===== src/rtl/seg7_pkg.sv =====
// seg7_pkg: shared constants for the 7-segment to ASCII stream block.
//   Segment patterns are in gfedcba order (bit 6 = g, bit 0 = a).
//   Contents: segment/ASCII widths, digit and symbol patterns, ASCII
//   constants, FSM state enum.
package seg7_pkg;

   localparam int unsigned SEG_W  = 7;
   localparam int unsigned CHAR_W = 8;

   // Standard decimal digit patterns
   localparam logic [SEG_W-1:0] SEG_0 = 7'b0111111;
   localparam logic [SEG_W-1:0] SEG_1 = 7'b0000110;
   localparam logic [SEG_W-1:0] SEG_2 = 7'b1011011;
   localparam logic [SEG_W-1:0] SEG_3 = 7'b1001111;
   localparam logic [SEG_W-1:0] SEG_4 = 7'b1100110;
   localparam logic [SEG_W-1:0] SEG_5 = 7'b1101101;
   localparam logic [SEG_W-1:0] SEG_6 = 7'b1111101;
   localparam logic [SEG_W-1:0] SEG_7 = 7'b0000111;
   localparam logic [SEG_W-1:0] SEG_8 = 7'b1111111;
   localparam logic [SEG_W-1:0] SEG_9 = 7'b1101111;

   // Symbols
   localparam logic [SEG_W-1:0] SEG_MINUS = 7'b1000000;
   localparam logic [SEG_W-1:0] SEG_BLANK = 7'b0000000;

   // Hex letters (only decoded when SEG7_ASCII_HEX_EN is defined)
   localparam logic [SEG_W-1:0] SEG_HEX_A = 7'b1110111;
   localparam logic [SEG_W-1:0] SEG_HEX_B = 7'b1111100;
   localparam logic [SEG_W-1:0] SEG_HEX_C = 7'b0111001;
   localparam logic [SEG_W-1:0] SEG_HEX_D = 7'b1011110;
   localparam logic [SEG_W-1:0] SEG_HEX_E = 7'b1111001;
   localparam logic [SEG_W-1:0] SEG_HEX_F = 7'b1110001;

   // ASCII constants
   localparam logic [CHAR_W-1:0] ASCII_ZERO  = 8'h30;
   localparam logic [CHAR_W-1:0] ASCII_SPACE = 8'h20;
   localparam logic [CHAR_W-1:0] ASCII_MINUS = 8'h2D;
   localparam logic [CHAR_W-1:0] ASCII_QMARK = 8'h3F;
   localparam logic [CHAR_W-1:0] ASCII_LF    = 8'h0A;
   localparam logic [CHAR_W-1:0] ASCII_UC_A  = 8'h41;
   localparam logic [CHAR_W-1:0] ASCII_LC_B  = 8'h62;
   localparam logic [CHAR_W-1:0] ASCII_UC_C  = 8'h43;
   localparam logic [CHAR_W-1:0] ASCII_LC_D  = 8'h64;
   localparam logic [CHAR_W-1:0] ASCII_UC_E  = 8'h45;
   localparam logic [CHAR_W-1:0] ASCII_UC_F  = 8'h46;

   typedef enum logic [1:0] {
      ST_IDLE = 2'd0,
      ST_SEND = 2'd1,
      ST_TERM = 2'd2
   } state_t;

endpackage


===== src/rtl/seg7_ascii_stream_if.sv =====
// seg7_ascii_stream_if: byte stream with valid/ready handshake.
//   out_data  : ASCII byte          (master -> slave)
//   out_valid : out_data valid      (master -> slave)
//   out_last  : final byte of frame (master -> slave)
//   out_ready : sink accepts byte   (slave -> master)
interface seg7_ascii_stream_if;
   import seg7_pkg::*;

   logic [CHAR_W-1:0] out_data;
   logic              out_valid;
   logic              out_last;
   logic              out_ready;

   modport master (output out_data, output out_valid, output out_last, input out_ready);
   modport slave  (input out_data, input out_valid, input out_last, output out_ready);

endinterface


===== src/rtl/seg7_char_decode.sv =====
// seg7_char_decode: combinational 7-segment pattern to ASCII decoder.
//   pattern   : segment pattern, gfedcba order (active-high)
//   ascii_c   : decoded ASCII character ('?' when undecodable)
//   invalid_c : pattern is not a recognised character
// Macro SEG7_ASCII_HEX_EN: also decode hex letters A b C d E F.
module seg7_char_decode
   import seg7_pkg::*;
(
   input  logic [SEG_W-1:0]  pattern,
   output logic [CHAR_W-1:0] ascii_c,
   output logic              invalid_c
);

   always_comb begin
      ascii_c   = ASCII_QMARK;
      invalid_c = 1'b0;
      case (pattern)
         SEG_0:     ascii_c = ASCII_ZERO;
         SEG_1:     ascii_c = ASCII_ZERO + 8'd1;
         SEG_2:     ascii_c = ASCII_ZERO + 8'd2;
         SEG_3:     ascii_c = ASCII_ZERO + 8'd3;
         SEG_4:     ascii_c = ASCII_ZERO + 8'd4;
         SEG_5:     ascii_c = ASCII_ZERO + 8'd5;
         SEG_6:     ascii_c = ASCII_ZERO + 8'd6;
         SEG_7:     ascii_c = ASCII_ZERO + 8'd7;
         SEG_8:     ascii_c = ASCII_ZERO + 8'd8;
         SEG_9:     ascii_c = ASCII_ZERO + 8'd9;
         SEG_MINUS: ascii_c = ASCII_MINUS;
         SEG_BLANK: ascii_c = ASCII_SPACE;
`ifdef SEG7_ASCII_HEX_EN
         SEG_HEX_A: ascii_c = ASCII_UC_A;
         SEG_HEX_B: ascii_c = ASCII_LC_B;
         SEG_HEX_C: ascii_c = ASCII_UC_C;
         SEG_HEX_D: ascii_c = ASCII_LC_D;
         SEG_HEX_E: ascii_c = ASCII_UC_E;
         SEG_HEX_F: ascii_c = ASCII_UC_F;
`endif
         default:   invalid_c = 1'b1;
      endcase
   end

endmodule


===== src/rtl/seg7_ascii_stream.sv =====
// seg7_ascii_stream: captures NUM_DIGITS 7-segment digits on start and
// streams them as ASCII bytes, most significant digit first, optionally
// followed by a line feed.
//   clk     : rising-edge clock
//   rst     : synchronous active-high reset
//   start   : capture request (accepted only when idle)
//   seg_bus : digit i at [7i+6:7i], gfedcba order
//   stream  : byte stream master (out_data/out_valid/out_last, out_ready)
//   busy    : frame in progress
//   err     : current frame contains an undecodable digit
// Macro SEG7_ASCII_HEX_EN: decoders also accept hex letters A b C d E F.
module seg7_ascii_stream
   import seg7_pkg::*;
#(
   parameter int unsigned NUM_DIGITS = 4,
   parameter int unsigned ACTIVE_LOW = 0,
   parameter int unsigned APPEND_NL  = 1
)(
   input  logic                        clk,
   input  logic                        rst,
   input  logic                        start,
   input  logic [SEG_W*NUM_DIGITS-1:0] seg_bus,
   seg7_ascii_stream_if.master         stream,
   output logic                        busy,
   output logic                        err
);

   localparam int unsigned       IDX_W         = (NUM_DIGITS > 1) ? $clog2(NUM_DIGITS) : 1;
   localparam logic [IDX_W-1:0]  IDX_TOP       = IDX_W'(NUM_DIGITS - 1);
   localparam logic              LAST_IS_DIGIT = (APPEND_NL == 0);

   logic [CHAR_W-1:0]     dec_char [NUM_DIGITS];
   logic [NUM_DIGITS-1:0] dec_bad;

   state_t                state_q, state_d;
   logic [IDX_W-1:0]      idx_q, idx_d;
   logic [CHAR_W-1:0]     char_q [NUM_DIGITS];
   logic [CHAR_W-1:0]     char_d [NUM_DIGITS];
   logic [CHAR_W-1:0]     data_q, data_d;
   logic                  valid_q, valid_d;
   logic                  last_q, last_d;
   logic                  busy_q, busy_d;
   logic                  err_q, err_d;
   logic                  xfer;

   // One decoder per digit; polarity fixed before decode
   for (genvar i = 0; i < NUM_DIGITS; i++) begin : g_dec
      logic [SEG_W-1:0] pat;
      assign pat = (ACTIVE_LOW != 0) ? ~seg_bus[SEG_W*i +: SEG_W]
                                     :  seg_bus[SEG_W*i +: SEG_W];
      seg7_char_decode u_dec (
         .pattern   (pat),
         .ascii_c   (dec_char[i]),
         .invalid_c (dec_bad[i])
      );
   end

   assign xfer = valid_q && stream.out_ready;

   // Next-state and output logic
   always_comb begin
      state_d = state_q;
      idx_d   = idx_q;
      char_d  = char_q;
      data_d  = data_q;
      valid_d = valid_q;
      last_d  = last_q;
      busy_d  = busy_q;
      err_d   = err_q;
      case (state_q)
         ST_IDLE: begin
            if (start) begin
               char_d  = dec_char;
               err_d   = |dec_bad;
               data_d  = dec_char[NUM_DIGITS-1];
               valid_d = 1'b1;
               busy_d  = 1'b1;
               idx_d   = IDX_TOP;
               // A single-digit frame without LF ends on its first byte
               last_d  = LAST_IS_DIGIT && (NUM_DIGITS == 1);
               state_d = ST_SEND;
            end
         end
         ST_SEND: begin
            if (xfer) begin
               if (idx_q == '0) begin
                  if (APPEND_NL != 0) begin
                     data_d  = ASCII_LF;
                     last_d  = 1'b1;
                     state_d = ST_TERM;
                  end else begin
                     valid_d = 1'b0;
                     busy_d  = 1'b0;
                     last_d  = 1'b0;
                     state_d = ST_IDLE;
                  end
               end else begin
                  idx_d  = idx_q - IDX_W'(1);
                  data_d = char_q[idx_q - IDX_W'(1)];
                  last_d = LAST_IS_DIGIT && (idx_q == IDX_W'(1));
               end
            end
         end
         ST_TERM: begin
            if (xfer) begin
               valid_d = 1'b0;
               busy_d  = 1'b0;
               last_d  = 1'b0;
               state_d = ST_IDLE;
            end
         end
         default: state_d = ST_IDLE;
      endcase
   end

   // Control and output registers
   always_ff @(posedge clk) begin
      if (rst) begin
         state_q <= ST_IDLE;
         idx_q   <= '0;
         data_q  <= '0;
         valid_q <= 1'b0;
         last_q  <= 1'b0;
         busy_q  <= 1'b0;
         err_q   <= 1'b0;
      end else begin
         state_q <= state_d;
         idx_q   <= idx_d;
         data_q  <= data_d;
         valid_q <= valid_d;
         last_q  <= last_d;
         busy_q  <= busy_d;
         err_q   <= err_d;
      end
   end

   // Captured characters; only meaningful while a frame is active
   always_ff @(posedge clk) begin
      char_q <= char_d;
   end

   assign stream.out_data  = data_q;
   assign stream.out_valid = valid_q;
   assign stream.out_last  = last_q;
   assign busy             = busy_q;
   assign err              = err_q;

endmodule


===== src/flat_wrapper.sv =====
// flat-port wrapper written by rule: the top's interface ports become plain ports
module seg7_ascii_stream_flat import seg7_pkg::*;
#(
   parameter int unsigned NUM_DIGITS = 4,
   parameter int unsigned ACTIVE_LOW = 0,
   parameter int unsigned APPEND_NL  = 1
)
  (clk, rst, start, seg_bus, busy, err, stream_out_data, stream_out_valid, stream_out_last, stream_out_ready);
  seg7_ascii_stream_if stream_i ();
  input  logic clk;
  input  logic rst;
  input  logic start;
  input  logic [SEG_W*NUM_DIGITS-1:0] seg_bus;
  output logic busy;
  output logic err;
  output wire logic [$bits(stream_i.out_data)-1:0] stream_out_data;
  output wire logic [$bits(stream_i.out_valid)-1:0] stream_out_valid;
  output wire logic [$bits(stream_i.out_last)-1:0] stream_out_last;
  input wire logic [$bits(stream_i.out_ready)-1:0] stream_out_ready;
  assign stream_out_data = stream_i.out_data;
  assign stream_out_valid = stream_i.out_valid;
  assign stream_out_last = stream_i.out_last;
  assign stream_i.out_ready = stream_out_ready;
  seg7_ascii_stream #(.NUM_DIGITS(NUM_DIGITS), .ACTIVE_LOW(ACTIVE_LOW), .APPEND_NL(APPEND_NL)) u_core (.clk(clk), .rst(rst), .start(start), .seg_bus(seg_bus), .stream(stream_i), .busy(busy), .err(err));
endmodule

===== config.mk =====
export PLATFORM = sky130hd
export DESIGN_NAME = seg7_ascii_stream_flat
export DESIGN_NICKNAME = d
export VERILOG_FILES = /design/src/rtl/seg7_pkg.sv /design/src/rtl/seg7_ascii_stream_if.sv /design/src/rtl/seg7_char_decode.sv /design/src/rtl/seg7_ascii_stream.sv /design/src/flat_wrapper.sv
export SDC_FILE = /design/constraint.sdc
export NUM_CORES = 1
export LEC_CHECK = 0
export ABC_AREA = 1
export CORE_AREA = 2 2 74 76
export CTS_CLUSTER_SIZE = 14
export DETAILED_ROUTE_END_ITERATION = 7
export DIE_AREA = 0 0 76 78
export PLACE_DENSITY = 0.83
export SKIP_CTS_REPAIR_TIMING = 1
export SYNTH_ARGS = -nofsm -noshare
export SYNTH_HDL_FRONTEND = slang
export SYNTH_SLANG_ARGS = --single-unit

===== constraint.sdc =====
create_clock -name clk -period 1.4 [get_ports clk]
set_input_delay 0.21 -clock clk [delete_from_list [all_inputs] [get_ports clk]]
set_output_delay 0.21 -clock clk [all_outputs]
set_load 0.005 [all_outputs]

### After elaboration in Yosys (flattened, before gate mapping)

Cells that the tools add are included.

| cells by class | value |
|---|---|
| add/subtract/negate cells | 1 |
| magnitude comparators | 1 |
| eq/ne operators | 51 |
| multiplexer cells | 31 |
| bitwise logic cells | 1 |
| reductions and logical operators | 21 |

Operators with widths:

| cell | count |
|---|---|
| $pmux 5 s12 | 4 |
| $eq 7x7->1 const B | 32 |
| $eq 7x3->1 const B | 8 |
| $reduce_or 12->1 | 4 |
| $mux 8 | 5 |
| $eq 7x6->1 const B | 4 |
| $logic_not 7->1 | 4 |
| $bmux 8 s2 | 1 |
| $pmux 8 s2 | 1 |
| $mux 2 | 7 |
| $reduce_and 4->1 | 3 |
| $mux 1 | 9 |
| $ne 2x1->1 const B | 3 |
| $pmux 2 s3 | 1 |
| $reduce_and 3->1 | 2 |
| $logic_not 2->1 | 2 |
| $ne 2x2->1 const B | 2 |
| $pmux 2 s2 | 1 |
| $reduce_bool 2->1 | 2 |
| $reduce_or 4->1 | 1 |
| $ge 3x3->1 const B | 1 |
| $not 2->3 | 1 |
| $pmux 1 s3 | 1 |
| $reduce_bool 3->1 | 1 |
| 6 further kinds | 6 |

| storage, ports and cells | value |
|---|---|
| flip-flop bits (word level) | 47 |
| input port bits | 32 |
| output and inout port bits | 12 |
| logic and storage cells | 116 |

### Logic depth before layout (Yosys ltp)

| logic depth | value |
|---|---|
| word-level depth | 8 |
| depth in mapped cells | 10 |
| gate-level depth less buffers | 10 |

### Modules after synthesis

From an unflattened synthesis, not the netlist that was laid out.

| unflattened totals | value |
|---|---|
| cell total of the unflattened synthesis | 463 |
| area, all modules | 3193.1 µm² |

By module, submodules not included:

| module | instances | cells an instance | area an instance (µm²) | seq. area each (µm²) |
|---|---|---|---|---|
| seg7_ascii_stream | 1 | 187 | 1956.9 | 1261.2 |
| seg7_char_decode | 4 | 69 | 309.0 | 0.0 |

### Least setup slack after synthesis

Ideal clock, no wire load.

| timing | value |
|---|---|
| path kind | reg2reg |
| from | reg u_core.idx_q[0] |
| to | reg u_core.data_q[4], in the netlist u_core.stream.out_data[4] |
| library setup time | 56 ps |
| arrival | 1434 ps |
| required time | 1344 ps |
| slack | -90 ps |
| cell stages (with the launch flop) | 11 |
| path buffers | 1 |
| period minus slack after synthesis | 1490 ps |
| cell sequence | dfxtp_1 inv_1 buf_2 ha_1 inv_1 o21ai_0 o22ai_1 nand2_1 o211ai_1 o211ai_1 inv_2 |

| on the way | value |
|---|---|
| cells in the longest elaborated chain, start to end | 8 |
| elaborated cells between the ends (all ways) | 9 |
| classes of those cells | 1 x add/sub; 6 x mux; 1 x bitwise; 1 x reduce/logical |

Ends and longest elaborated chain:

| item | line | text |
|---|---|---|
| from (decl) | seg7_ascii_stream.sv:36 | `logic [IDX_W-1:0] idx_q, idx_d;` |
| from (signal assigned) | seg7_ascii_stream.sv:128 | `idx_q <= idx_d;` |
| $sub 2x1->2 | seg7_ascii_stream.sv:99 | `data_d = char_q[idx_q - IDX_W'(1)];` |
| $not 2->3 (implied by the code) | seg7_ascii_stream.sv:99 |  |
| $bmux 8 s2 | seg7_ascii_stream.sv:99 |  |
| $mux 8 (implied by the code) (2 in a row) | seg7_ascii_stream.sv:99 |  |
| $mux 8 (*) | seg7_ascii_stream.sv:86 | `if (idx_q == '0) begin` |
| $mux 8 (*) | seg7_ascii_stream.sv:85 | `if (xfer) begin` |
| $pmux 8 s2 (*) | seg7_ascii_stream.sv:70 | `case (state_q)` |
| to (signal assigned) | seg7_ascii_stream.sv:129 | `data_q <= data_d;` |
| to (decl) | seg7_ascii_stream.sv:39 | `logic [CHAR_W-1:0] data_q, data_d;` |

Mark *: on every way between the ends. The rest lies on a longest branch, timed or not. The select of a mux whose other input is x is not followed.
A chain may end at the register's enable or synchronous reset.

==> flow_metrics.py <==
metrics = {
    "yosys": {
        "synth-async-reset-ratio_pct": 0,
        "synthCells": 366,
        "synthTopCellsByArea": "edfxtp_1 25%, nand2_1 18%, nor2_1 12%",
        "synth_area_per_cell_sq_um": 6.50,
        "yosysUniqueCellTypes": 36,
        "synth_largest_area_cell": "edfxtp_1",
        "ys_seq_area_share_pct": 36.2,
        "synth.most_common_cell": "nand2_1",
        "synthTopCellsByCount": "113 x nand2_1, 73 x nor2_1, 41 x inv_1",
        "yosysTopAreaCellShare_pct": 25.2,
        "yosysWarningCount": 0,
        "synth_area_sq_um": 2380,
        "synth_seq_cells": 33,
        "synth_edf_count": 20,
        "ys.flop_type": "edfxtp_1",
    },
    "die": {
        "initial_utilization_pct": 47.2,
        "ios": 44,
        "num_rows": 26,
        "die_w_microns": 76,
        "fp.dieArea_sq_um": 5930,
        "core-area_sq_um": 5040,
        "fp.dieH_microns": 78,
    },
    "hold_path": {
        "whs_endpoint": "u_core.char_q[28]",
        "hp-start": "seg_bus[0]",
        "hold_path.class": "input pin to flop",
        "hold_depth": 4,
    },
    "critical_path": {
        "cp_data_arrival_time_ns": 1.14,
        "cp-end-kind": "output port",
        "critPathTopFamily": "buffers and inverters",
        "critPathLaunchType": "flop",
        "crit_type": "flop to output port",
        "reg2reg_depth": 8,
        "path_cells": "clkdlybuf4s50_1",
        "critPathMaxFanout": 4,
        "r2r-start": "u_core.state_q[0]",
        "rrSetupSlack_ns": 0.09,
        "cp.buffers_inverters": 1,
        "cp_slowest_stage_delay_ns": 0.50,
        "r2r-end": "u_core.idx_q[0]",
        "worst_path_max_delay_cell": "clkdlybuf4s50_1",
        "cp.required_ns": 1.19,
    },
    "route": {
        "drc": 2,
        "drtAntennaViolNets": 0,
        "routed_via_density": 4.93,
        "drtPass1Iterations": 7,
        "wl_per_cell_microns": 12.1,
        "routed_wl_mm": 6.50,
        "first_iter_violations": 148,
        "vias": 2651,
    },
    "placed_design": {
        "globalplace.congestion": 0.873,
        "dpl_cell_area_sq_um": 3270,
        "place_hpwl_mm": 4.52,
        "dp_cells": 526,
        "port_buffers": 41,
    },
    "cts": {
        "clk_latency_ns": 0.29,
        "cts-buffers-inserted": 5,
        "htree_levels": 2,
        "clkTransAtPathRegs_ns": 0.06,
        "numClockSinks": 33,
        "root_buffer": "clkbuf_8",
        "cts_tree": "yes",
        "clockBufferDepth": 2,
    },
    "grt": {
        "grtUsageTotal_pct": 19.9,
        "overflow": 0,
        "grt_max_degree": 19,
        "gr-usage-met1_pct": 23.2,
        "grt_busiest_layer": "met2",
        "grt_use_met2_pct": 37.4,
        "grt_first_pass_wirelength_mm": 9.82,
        "grt_use_met3_pct": 3.84,
        "first_global_vias": 2446,
        "antenna_found_initial": 0,
    },
    "sta": {
        "layout_min_cycle_time_ns": 1.35,
        "setup_violations": 0,
        "hold_violations": 0,
        "rsz0062_at_grt": "true",
        "fmax_mhz": 740,
        "final-max-slew-violation-count": 0,
        "finClkSkew_ns": 0.00426,
        "finalSetupTns_ns": 0,
        "period_share_pct": 96.6,
    },
    "finish": {
        "drive_above_1_share_pct": 32.1,
        "nNetsFinal": 501,
        "syn2layout_area_growth_pct": 55.0,
        "num_antenna_cells": 0,
        "fin_area_sq_um": 3690,
        "utilization_pct": 73.1,
        "final_cell_count_no_fill": 538,
    },
    "power": {
        "vdd_drop_max_v": 0.000464,
        "leakage_nw": 1.85,
        "pwr_density_cell_nw_per_um2": 770,
    },
    "status": {
        "status": "finished with violations",
        "violations": "DRC",
    },
    "run": {
        "cap_violations": 0,
    },
}
-- logic make-up (layout without fill, tap and decap cells) --
group	count (synthesis)	count (layout)	synth area share (%)
adders and majority gates	1	1	0.526
other	1	2	0.158
DFF	33	33	36.2
and+or+nand+nor	233	233	42.2
AOI/OAI and AO/OA	45	45	11.6
buffers and inverters	53	154	9.26
-- flip-flops by register name, summed over array words and instances, names as in the netlist --
name                     count
u_core.stream.out_valid      1
u_core.idx_q                 2
u_core.stream.out_data       6
u_core.state_q               2
u_core.err                   1
u_core.stream.out_last       1
u_core.char_q               20
-- cell usage in the layout (no fill, tap or decap), types with 5 or more instances in the layout --
| cell type | instances |
|---|---|
| nor2_4 | 10 |
| nand3_2 | 7 |
| nand3_1 | 15 |
| inv_1 | 35 |
| dfxtp_1 | 8 |
| clkbuf_8 | 5 |
| nand2_1 | 97 |
| inv_2 | 7 |
| nand4_1 | 8 |
| dlymetal6s2s_1 | 28 |
| edfxtp_1 | 20 |
| buf_4 | 55 |
| nor2_1 | 53 |
| inv_4 | 5 |
| nor2_2 | 17 |
| a21oi_1 | 5 |
| nand2_2 | 18 |
| clkdlybuf4s50_1 | 13 |
| o21ai_0 | 16 |
-- stage by stage --
step                setup WS, ns  hold WS (ns)  total power, mW
floorplan                0.00454         0.279             1.64
detailed placement        -0.460         0.458             2.04
global placement          -0.459         0.450             2.02
global route             -0.0212         0.484             2.99
CTS                       -0.171         0.466             2.70
finish                    0.0477         0.451             2.84
-- power breakdown --
group	switching, mW	internal [mW]	total, mW	leakage (nW)
sequential	0.0469	1.13	1.17	0.259
combinational	0.528	0.474	1.00	1.55
clock	0.327	0.334	0.662	0.0387
-- worst max-delay path by stage --
stage,start,slack [ns],endpoint,cells after the start
floorplan,u_core.state_q[1],0.005,u_core.char_q[0],3
detailed placement,seg_bus[7],-0.46,u_core.char_q[16],8
global route,u_core.state_q[0],-0.02,u_core.idx_q[0],8
finish,u_core.stream.out_valid,0.05,busy,1
CTS,seg_bus[7],-0.17,u_core.char_q[16],8
global placement,seg_bus[7],-0.46,u_core.char_q[16],8
-- area by class of cell --
class,count,area (sq um)
inverters,47,189
multi-input cells,281,1520
repair buffers,100,947
fillers,353,1360
flip-flops and latches,33,870
well taps,70,87.6
clock inverters,1,3.75
clock buffers,6,72.6
-- tightest hold or removal path, delay by kind of cell --
| family | cells | cell delay (ns) |
|---|---|---|
| buf+inv | 3 | 0.32 |
| simple gates | 1 | 0.11 |
-- metal layers --
layer / vias up / routed length (microns)
met5: - / 0
met2: 72 / 3510
met3: 18 / 283
li1: 1384 / -
met1: 1177 / 2570
met4: 0 / 131
Note: power is estimated with default switching activity, not from simulation.
